File: src/rtl/pipeline_pkg.sv
// Shared types and field widths for the five-stage pipeline control logic.
package pipeline_pkg;

   typedef enum logic {
      RUN      = 1'b0,
      MEM_WAIT = 1'b1
   } state_t;

   localparam int REG_IDX_W     = 5;
   localparam int WRITE_REG_W   = 6;
   localparam logic [2:0] MEM_READ_NONE = 3'b000;

   function automatic logic src_hit(input logic use_src,
                                    input logic [REG_IDX_W-1:0] rs,
                                    input logic [REG_IDX_W-1:0] rd);
      return use_src && (rs == rd);
   endfunction

endpackage

File: src/rtl/hazard_sat_cnt.sv
// Saturating event counter: adds one per cycle that inc is high, holds at all-ones.
// Result is visible after the edge; async active-high reset clears it.
module hazard_sat_cnt #(
   parameter int W = 32
) (
   input  logic         clk,
   input  logic         rst,
   input  logic         inc,
   output logic [W-1:0] cnt
);

   always_ff @(posedge clk or posedge rst) begin
      if (rst)
         cnt <= '0;
      else if (inc && (cnt != {W{1'b1}}))
         cnt <= cnt + 1'b1;
   end

endmodule

File: src/rtl/hazard_ctrl.sv
// Pipeline hazard controller: load-use stall, redirect flush, data-memory freeze with timeout.
// Enables/flushes are combinational in the same cycle; nothing pushes back on this block.
module hazard_ctrl
   import pipeline_pkg::*;
#(
   parameter int MEM_TIMEOUT = 16,
   parameter int CNT_W       = 32
) (
   input  logic                   clk,
   input  logic                   rst,
   input  logic [REG_IDX_W-1:0]   id_rs1,
   input  logic [REG_IDX_W-1:0]   id_rs2,
   input  logic                   id_use_rs1,
   input  logic                   id_use_rs2,
   input  logic [2:0]             ex_mem_read,
   input  logic                   ex_reg_write,
   input  logic [WRITE_REG_W-1:0] ex_write_reg,
   input  logic                   ex_redirect,
   input  logic                   mem_req,
   input  logic                   mem_ready,
   output logic                   pc_en,
   output logic                   if_id_en,
   output logic                   id_ex_en,
   output logic                   ex_mem_en,
   output logic                   if_id_flush,
   output logic                   id_ex_flush,
   output logic                   mem_wb_flush,
   output logic                   mem_err,
   output logic [CNT_W-1:0]       stall_cnt,
   output logic [CNT_W-1:0]       flush_cnt
);

   localparam int WAIT_W = 8;
   localparam logic [WAIT_W-1:0] TIMEOUT = WAIT_W'(MEM_TIMEOUT);

   state_t              state;
   logic [WAIT_W-1:0]   wait_cnt;
   logic                freeze;
   logic                timeout;
   logic                load_use;
   logic                redirect;
   logic                stall_inc;
   logic [REG_IDX_W-1:0] ex_rd;
   logic                unused_write_reg_msb;

   assign ex_rd                = ex_write_reg[REG_IDX_W-1:0];
   assign unused_write_reg_msb = ex_write_reg[WRITE_REG_W-1];

   always_comb begin
      freeze  = 1'b0;
      timeout = 1'b0;
      case (state)
         RUN:      freeze = mem_req && !mem_ready;
         MEM_WAIT: begin
            if (mem_req && !mem_ready) begin
               if (wait_cnt == TIMEOUT)
                  timeout = 1'b1;
               else
                  freeze = 1'b1;
            end
         end
         default:  freeze = 1'b0;
      endcase
   end

   assign load_use = (ex_mem_read != MEM_READ_NONE) && ex_reg_write && (ex_rd != '0) &&
                     (src_hit(id_use_rs1, id_rs1, ex_rd) || src_hit(id_use_rs2, id_rs2, ex_rd));

   // Held pipeline inputs mean a redirect or load-use under freeze is simply seen again after release.
   assign redirect  = !rst && !freeze && ex_redirect;
   assign stall_inc = !rst && (freeze || (!ex_redirect && load_use));

   always_comb begin
      pc_en        = 1'b1;
      if_id_en     = 1'b1;
      id_ex_en     = 1'b1;
      ex_mem_en    = 1'b1;
      if_id_flush  = 1'b0;
      id_ex_flush  = 1'b0;
      mem_wb_flush = 1'b0;
      if (rst) begin
         pc_en     = 1'b0;
         if_id_en  = 1'b0;
         id_ex_en  = 1'b0;
         ex_mem_en = 1'b0;
      end else if (freeze) begin
         pc_en        = 1'b0;
         if_id_en     = 1'b0;
         id_ex_en     = 1'b0;
         ex_mem_en    = 1'b0;
         mem_wb_flush = 1'b1;
      end else if (ex_redirect) begin
         if_id_flush = 1'b1;
         id_ex_flush = 1'b1;
      end else if (load_use) begin
         pc_en       = 1'b0;
         if_id_en    = 1'b0;
         id_ex_flush = 1'b1;
      end
   end

   always_ff @(posedge clk or posedge rst) begin
      if (rst) begin
         state    <= RUN;
         wait_cnt <= '0;
         mem_err  <= 1'b0;
      end else begin
         case (state)
            RUN: begin
               if (freeze) begin
                  state    <= MEM_WAIT;
                  wait_cnt <= WAIT_W'(1);
               end
            end
            MEM_WAIT: begin
               if (freeze) begin
                  wait_cnt <= wait_cnt + 1'b1;
               end else begin
                  state    <= RUN;
                  wait_cnt <= '0;
               end
            end
            default: begin
               state    <= RUN;
               wait_cnt <= '0;
            end
         endcase
         if (timeout)
            mem_err <= 1'b1;
      end
   end

   hazard_sat_cnt #(.W(CNT_W)) u_stall_cnt (
      .clk (clk),
      .rst (rst),
      .inc (stall_inc),
      .cnt (stall_cnt)
   );

   hazard_sat_cnt #(.W(CNT_W)) u_flush_cnt (
      .clk (clk),
      .rst (rst),
      .inc (redirect),
      .cnt (flush_cnt)
   );

endmodule
File: config.mk
export PLATFORM = sky130hd
export DESIGN_NAME = hazard_ctrl
export DESIGN_NICKNAME = d
export VERILOG_FILES = /design/src/rtl/pipeline_pkg.sv /design/src/rtl/hazard_sat_cnt.sv /design/src/rtl/hazard_ctrl.sv
export SDC_FILE = /design/constraint.sdc
export NUM_CORES = 1
export LEC_CHECK = 0
export BUFFER_PORTS_ARGS = -buffer_cell sky130_fd_sc_hd__buf_2
export CAP_MARGIN = 20
export CORE_ASPECT_RATIO = 0.5
export CORE_UTILIZATION = 35
export CTS_CLUSTER_SIZE = 40
export DETAILED_ROUTE_END_ITERATION = 10
export PLACE_DENSITY_LB_ADDON = 0.25
export SLEW_MARGIN = 40
export SYNTH_ARGS = -nofsm -noshare
export SYNTH_HDL_FRONTEND = slang
export SYNTH_SLANG_ARGS = --single-unit
File: constraint.sdc
create_clock -name clk -period 3.6 [get_ports clk]
set_input_delay 0.72 -clock clk [delete_from_list [all_inputs] [get_ports clk]]
set_output_delay 0.72 -clock clk [all_outputs]
set_load 0.1 [all_outputs]
==> impl_metrics.ini <==
[floorplan]
io_pins = 99
initial_core_util = 0.3701
die_h_um = 76.54
die_w_um = 151.1
core_area_mm2 = 0.01051
std_cell_rows = 26
die_area_mm2 = 0.01156

[critical_path]
cp.required_ps = 2880
critPathSlowestCell = or4_1
end_kind = primary output
r2r_slack_ps = 1150
path_cells = buf_2 > or4_1 > o21ai_1 > nand2b_1 > o21a_1 > buf_2
cp-start-kind = input pin
worst-path-buf-inv = 2
path_delay_family = simple AND/OR/NAND/NOR gates
critPathKind = input pin to primary output
cp.arrival_ps = 2300
slowest_delay_ps = 520
path_common_cell = buf_2
cp_max_fo = 3

[cts]
insertion_delay_ps = 330
cts.sinks = 74
clk_path_buf_depth = 2
cts_setup_buffers = 0
post_cts_resize_count = 0
cts_tree = built
cts_hold_buf = 0
cts-root-buf = clkbuf_16
htree_levels = 3
numCtsBuffers = 9
clk_pin_slew_ps = 60

[place]
numPortBuffers = 97
placed_area_mm2 = 0.004532
gp_congestion = 0.7813
placed_cells = 605
hpwl_mm = 6.155

[finish]
stdcell_count = 621
num_antenna_cells = 0
syn_to_final_growth_pct = 24.74
final_nets = 507
drive_gt1_frac = 0.2931
postLayoutCellArea_mm2 = 0.004851

[flow_run]
maxCapViolations = 0

[detailed_routing]
wl_per_cell_um = 13.85
wl_met1_mm = 3.996
postRouteAntennaNets = 0
routed_wl_mm = 8.600
initialDrtViolationCount = 119
route.met3.wl_um = 429
routed.top_layer = met4
via_count = 3013
route.detailed.drc = 0
drt_first_pass_iters = 4
avgViaCountPerCell = 4.852
wl_met2_mm = 4.082

[synth]
synth_warnings = 0
ys_seq_area_frac = 0.4762
synth_area_leaders = dfrtp_1 48%, xor2_1 11%, xnor2_1 5.6%, nand3_1 3.5%, nand2_1 3.0%
synth.cell_area_mm2 = 0.003889
synthArstFlopShare = 1.000
ys.flop_type = dfrtp_1
synth-seq-cells = 74
synth-edff-count = 0
synthesis.nets = 406
syn_inst = 375
synth.distinct_cells = 62
synthDominantCellAreaShare = 0.4762
syn_avg_cell_area_um2 = 10.37
synth_top_cell_by_area = dfrtp_1

[sta]
worstMarginPinSlew_ps = 678.4
slew_viol_final = 0
hold_viol = 0
setup_viol = 0
finClkSkew_ps = 8.506
max_freq_ghz = 0.3313
fin_crit_ps = 3018
slew_headroom = 0.5477
period_share = 0.8385
rsz0062_at_grt = no

[global_routing]
grt_max_degree = 75
grt_usage = 0.1620
grt-ovfl-total = 0
grt_pass1_wl_mm = 14.62
grt_pass1_vias = 2982
grt_antenna_before_repair = 0

[min_path]
hold_path_class = flip-flop to flip-flop

[power]
irDropWorstVdd_mv = 0.3397
pwr_density_cell_mw_per_mm2 = 585.7
static-leakage-power_nw = 2.439

[status]
status = finished, final reports clean
==> final timing paths <==
kind / start / endpoint / cells after the start
hold / removal: mem_err / mem_err / 1
min in group asynchronous: rst / mem_err / 3
max in group asynchronous: rst / u_stall_cnt.cnt[2] / 3
hold reg to reg: mem_err / mem_err / 1
setup reg to reg: u_stall_cnt.cnt[0] / u_stall_cnt.cnt[17] / 8
setup / recovery: ex_write_reg[1] / if_id_en / 6
==> cells in the mapped netlist (3+ instances only) <==
cell type	instances
dfrtp_1	74
nand4_1	8
xor2_1	47
inv_1	11
and4_1	8
ha_1	4
xnor2_1	25
buf_2	4
nand2_1	31
and3_1	10
nor3_1	13
nor4b_1	3
nor4_1	14
nor2_1	30
o21ai_0	7
nor3_2	4
nand3_1	27
buf_4	3
==> registers in the layout (all words and copies together) (netlist names) <==
name / count
u_stall_cnt.cnt: 32
wait_cnt: 8
u_flush_cnt.cnt: 32
state: 1
mem_err: 1
==> layout by cell type, fill, tap and decap left out, types with 9 or more instances in the layout <==
cell / instances
nor2_1: 29
nor3_1: 12
dfrtp_1: 74
clkbuf_16: 9
buf_2: 97
nand3_1: 27
and3_1: 10
xnor2_1: 25
inv_1: 10
xor2_1: 47
nor4_1: 14
nand2_1: 31
==> metal layers <==
layer | up-vias | global-route usage
met5 | - | 0
met4 | 0 | 0.05100
met3 | 8 | 0.05269
met2 | 53 | 0.2716
met1 | 1428 | 0.1961
li1 | 1524 | -
==> cell type report <==
class / instances / area, µm²
repair buffers: 101 / 519.2
flip-flops and latches: 74 / 1852
clock inverters: 7 / 93.84
well taps: 140 / 175.2
clock buffers: 9 / 225.2
multi-input cells: 279 / 1941
fillers: 1020 / 5657
inverters: 11 / 45.04
==> through the flow <==
step / total power [W] / utilization / hold WS [ps] / setup slack [ps] / setup TNS [ps]
2_1_floorplan: 0.001734 / - / 481.0 / -407.1 / -529.7
3_3_place_gp: 0.001884 / 0.4309 / 450.8 / 566.4 / 0
3_5_place_dp: 0.001894 / 0.4313 / 466.8 / 556.5 / 0
4_1_cts: 0.002880 / 0.4617 / 479.6 / 554.7 / 0
5_1_grt: 0.002949 / 0.4617 / 493.3 / 480.8 / 0
6_report: 0.002841 / 0.4617 / 478.1 / 581.5 / 0
==> report_power, final <==
group | internal [W] | switching (W) | leakage [nW] | total [W]
registers | 0.000908 | 0.0000974 | 0.981 | 0.00101
logic | 0.000145 | 0.000719 | 1.31 | 0.000864
clock network | 0.000606 | 0.000366 | 0.151 | 0.000971
total | 0.00166 | 0.00118 | 2.44 | 0.00284
==> cell families after synthesis <==
| group | count (synthesis) | synth area share |
|---|---|---|
| fa+ha+maj | 4 | 0.01287 |
| buf+inv | 22 | 0.02767 |
| xor+xnor | 73 | 0.1663 |
| simple gates | 171 | 0.2568 |
| compound gates | 29 | 0.05438 |
| flops | 74 | 0.4762 |
| mux | 2 | 0.005791 |
Power figures use the tool's default switching activity.
